<file path="src/rtl/comparator_4.sv">
// comparator_4: registered unsigned magnitude comparator.
// Y0 = (A < B), Y1 = (A == B), Y2 = (A > B), one cycle after the operands are sampled.
module comparator_4 #(
  parameter int unsigned WIDTH = 4
) (
  input  logic             clk,
  input  logic             rst,
  input  logic [WIDTH-1:0] A,
  input  logic [WIDTH-1:0] B,
  output logic             Y0,
  output logic             Y1,
  output logic             Y2
);

  localparam int MSB = int'(WIDTH) - 1;

  logic [WIDTH-1:0] eq_bits;
  logic [WIDTH-1:0] gt_bits;
  logic [WIDTH-1:0] lt_bits;

  logic lt_d, eq_d, gt_d;
  logic lt_q, eq_q, gt_q;

  // Per-bit relation terms.
  assign eq_bits = ~(A ^ B);
  assign gt_bits = A & ~B;
  assign lt_bits = ~A & B;

  // MSB-to-LSB cascade: the highest differing bit decides gt/lt; eq only when no bit differs.
  always_comb begin
    logic decided;
    decided = 1'b0;
    gt_d    = 1'b0;
    lt_d    = 1'b0;
    for (int i = MSB; i >= 0; i--) begin
      if (!decided && !eq_bits[i]) begin
        decided = 1'b1;
        gt_d    = gt_bits[i];
        lt_d    = lt_bits[i];
      end
    end
    eq_d = &eq_bits;
  end

  // Output register: cleared by synchronous reset, otherwise samples every cycle.
  always_ff @(posedge clk) begin
    if (rst) begin
      lt_q <= 1'b0;
      eq_q <= 1'b0;
      gt_q <= 1'b0;
    end else begin
      lt_q <= lt_d;
      eq_q <= eq_d;
      gt_q <= gt_d;
    end
  end

  assign Y0 = lt_q;
  assign Y1 = eq_q;
  assign Y2 = gt_q;

endmodule

</file>
<file path="config.mk">
export PLATFORM = sky130hd
export DESIGN_NAME = comparator_4
export DESIGN_NICKNAME = d
export VERILOG_FILES = /design/src/rtl/comparator_4.sv
export SDC_FILE = /design/constraint.sdc
export NUM_CORES = 1
export LEC_CHECK = 0
export BUFFER_PORTS_ARGS = -buffer_cell sky130_fd_sc_hd__buf_2
export CORE_AREA = 5 5 42 44
export CTS_CLUSTER_DIAMETER = 60
export CTS_CLUSTER_SIZE = 28
export DETAILED_ROUTE_END_ITERATION = 8
export DIE_AREA = 0 0 47 49
export GPL_ROUTABILITY_DRIVEN = 0
export PLACE_DENSITY_LB_ADDON = 0.2
export SLEW_MARGIN = 0
export SYNTH_ARGS = -nofsm -noshare
export SYNTH_HDL_FRONTEND = slang
export SYNTH_SLANG_ARGS = --single-unit
export TNS_END_PERCENT = 20
</file>
<file path="constraint.sdc">
create_clock -name clk -period 4.2 [get_ports clk]
set_clock_uncertainty 0.2 [all_clocks]
set_input_delay 1.05 -clock clk [delete_from_list [all_inputs] [get_ports clk]]
set_output_delay 1.05 -clock clk [all_outputs]
set_load 0.05 [all_outputs]
</file>
# Word level (Yosys, flattened, before mapping)
# Cells that the tools add are included.
# Widths: inputs -> output; s select.
# totals
reg_bits,3
latch_bits,0
ram_bits,0
rom_bits,0
input_bits,10
output_inout_bits,3
elab_cells,29
memories,0
# op_classes
n_addsub,0
multipliers,0
div_mod_pow,0
magnitude_cmp,0
n_eq_ne,0
shifts,0
mux,11
bitwise,6
n_reduce_logical,9
# op_table
operator,count
$not 4->4,3
$mux 1,11
$and 4x4->4,2
$logic_not 1->1,5
$reduce_and 4->1,1
$xor 4x4->4,1
$logic_and 1x1->1,3

# Depth between registers and ports, before layout
# depth
word_depth,11
ltp_mapped,5
mapped_depth_nobuf,5

# Worst setup path before layout
# Ideal clock, no wire load.
# synth_timing
path_kind,input to register
startpoint,input port A[1]
endpoint,register lt_q (netlist: Y0)
setup_time_ns,0.126
arrival_ns,1.877
required_time_ns,3.874
path_slack_ns,1.996
stages,5
n_path_buf,0
cell_sequence,inv_1 -> ha_1 -> and2b_1 -> o31ai_1 -> a211oi_1
# synth_between
elab_chain_cells,8
elab_cells_between_ends,11
classes_between,mux: 3; bitwise: 4; reduce/logical: 4
# synth_lines
item,line_no,text
from (decl),8,"input logic [WIDTH-1:0] A,"
$xor 4x4->4,25,assign eq_bits = ~(A ^ B);
$not 4->4,25,
$logic_not 1->1,36,if (!decided && !eq_bits[i]) begin
$logic_and 1x1->1,36,
$mux 1,36,
$logic_not 1->1,36,
$logic_and 1x1->1,36,
$mux 1 *,36,
to (signal assigned),52,lt_q <= lt_d;
to (decl),22,"logic lt_q, eq_q, gt_q;"
# Every way passes the cells marked *; elsewhere a longest branch is shown, timed or not.
# A chain may end at the register's enable or synchronous reset.

# Worst setup path after layout
# Same ends and word-level chain as after synthesis.

==> flow_summary.json <==
{
  "post_cts_buffers": 0,
  "dieArea_um2": 2300,
  "max_stage_delay_ns": 0.34,
  "wire_per_inst_um": 8.09,
  "htreeDepth": 1,
  "drive_gt1_frac": 0.302,
  "dpl_cell_area_um2": 385,
  "dr.pass1.iters": 1,
  "numPortBuffers": 12,
  "drc": 0,
  "setup_viol": 0,
  "slew_headroom": 0.835,
  "num_rows": 14,
  "p_leak_nw": 0.248,
  "fin_util": 0.294,
  "netlist_area_um2": 305,
  "critPathArrivalTime_ns": 2.06,
  "min_to": "Y1$_SDFF_PP0_",
  "detail_route.iter0.violations": 0,
  "critPathSlowestCell": "ha_1",
  "clk_pin_slew_ns": 0.04,
  "stdcell_area_um2": 412,
  "syn_nets": 55,
  "core_um2": 1400,
  "finalSetupTns_ns": 0,
  "grt_pass1_vias": 264,
  "holdPathStages": 2,
  "area_delta_synth_final_pct": 34.8,
  "track_usage": 0.0577,
  "dpl.cell_count": 65,
  "numCtsBuffers": 3,
  "nNetsFinal": 72,
  "synth_area_per_cell_um2": 8.25,
  "crit_fanout": 6,
  "ys_seq_elements": 3,
  "critPathCaptureType": "flop",
  "cp_top_family": "compound AO/OA/AOI/OAI gates",
  "crit_required_ns": 4.11,
  "viasPerCell": 4.14,
  "antenna_found_initial": 0,
  "dp_hpwl_um": 505,
  "cts_root_buf": "clkbuf_4",
  "min_from": "rst",
  "peakVddDrop_v": 0.0000629,
  "power_density_nw_per_um2": 288,
  "final_common_cell": "buf_2",
  "holdWs_ns": 0.806,
  "maxCapViolCount": 0,
  "layout_common_cells": "buf_2, inv_1, ha_1",
  "grt_pass1_wl_um": 945,
  "start_util": 0.218,
  "worst_slack_ns": 2.05,
  "clockBufferDepth": 2,
  "dieHeight_um": 49,
  "totalWireLength_um": 558,
  "vias": 286,
  "status": "completed",
  "ys_seq_area_frac": 0.197,
  "power.total_uw": 119,
  "diodes": 0,
  "critPathKind": "input pin to flop",
  "cts_num_sinks": 3,
  "grt_max_degree": 7,
  "cts_tree": "yes",
  "crit_cells": 6,
  "period_needed_ns": 2.15,
  "hold_viol_final": 0,
  "worst_pin_slew_ns": 0.249,
  "path_cells": "buf_2 -> inv_1 -> ha_1 -> and2b_1 -> o31ai_1 -> a211oi_1",
  "maxSlewViolCount": 0,
  "cp-start-kind": "input pin",
  "ys_types": 12,
  "grt-ovfl-total": 0,
  "dp_worst_setup_slack_ns": 1.79,
  "instances_no_fill": 69,
  "rsz0062_at_grt": "false",
  "postRouteAntennaNets": 0,
  "max_freq_ghz": 0.464,
  "ys_warn_count": 0,
  "period_share": 0.513,
  "die_w_um": 47,
  "hold_class": "input pin to flop",
  "synthCells": 37,
  "io_pins": 13,
  "crit_buf_inv": 2,
  "cts_hold_buf": 0,
  "post_cts_resize_count": 0
}
worst max-delay path by stage:
stage	start	endpoint	slack, ns
after floorplan	A[1]	Y0$_SDFF_PP0_	2.00
after global placement	A[1]	Y0$_SDFF_PP0_	1.81
after detailed placement	A[1]	Y0$_SDFF_PP0_	1.79
after CTS	A[1]	Y0$_SDFF_PP0_	2.04
after global routing	A[1]	Y2$_SDFF_PP0_	1.97
final	A[1]	Y0$_SDFF_PP0_	2.05
layout make-up:
| class | instances | area [um2] |
|---|---|---|
| Fill cell | 168 | 990 |
| Clock buffer | 4 | 26.3 |
| Sequential cell | 3 | 60.1 |
| Inverter | 9 | 33.8 |
| Timing Repair Buffer | 12 | 60.1 |
| Tap cell | 16 | 20.0 |
| Multi-Input combinational cell | 25 | 211 |
logic make-up after synthesis:
family	after synthesis	share of synthesized area
and+or+nand+nor	10	0.184
buffers and inverters	9	0.111
DFF	3	0.197
AOI/OAI and AO/OA	7	0.180
adders and majority gates	8	0.328
routing by layer:
metal / share of wire / vias to the layer above / global-route usage
met1: 0.40 / 120 / 0.0570
li1: - / 153 / -
met4: 0.014 / 0 / 0.0415
met5: 0 / - / 0
met2: 0.45 / 11 / 0.0837
met3: 0.14 / 2 / 0.0369
sequential cells by signal (all words and copies together) (netlist names):
name and count:
Y2 1, Y1 1, Y0 1
power breakdown:
| group | internal [mW] | total (mW) | switching, mW | leakage, nW |
|---|---|---|---|---|
| sequential | 0.0308 | 0.0312 | 0.000328 | 0.0246 |
| combinational | 0.0154 | 0.0373 | 0.0218 | 0.208 |
| clock | 0.0356 | 0.0501 | 0.0145 | 0.0150 |
synth_stat cells, drive strengths merged:
master  instances  area share
a211oi          2       0.049
nand4           1       0.021
ha              8        0.33
inv             9        0.11
nand4b          1       0.029
dfxtp           3        0.20
o31ai           2       0.049
o21a            2       0.049
and2b           3       0.074
a21bo           1       0.033
nor2            3       0.037
nand2           2       0.025
No activity file was read; power rests on OpenSTA's default activity.
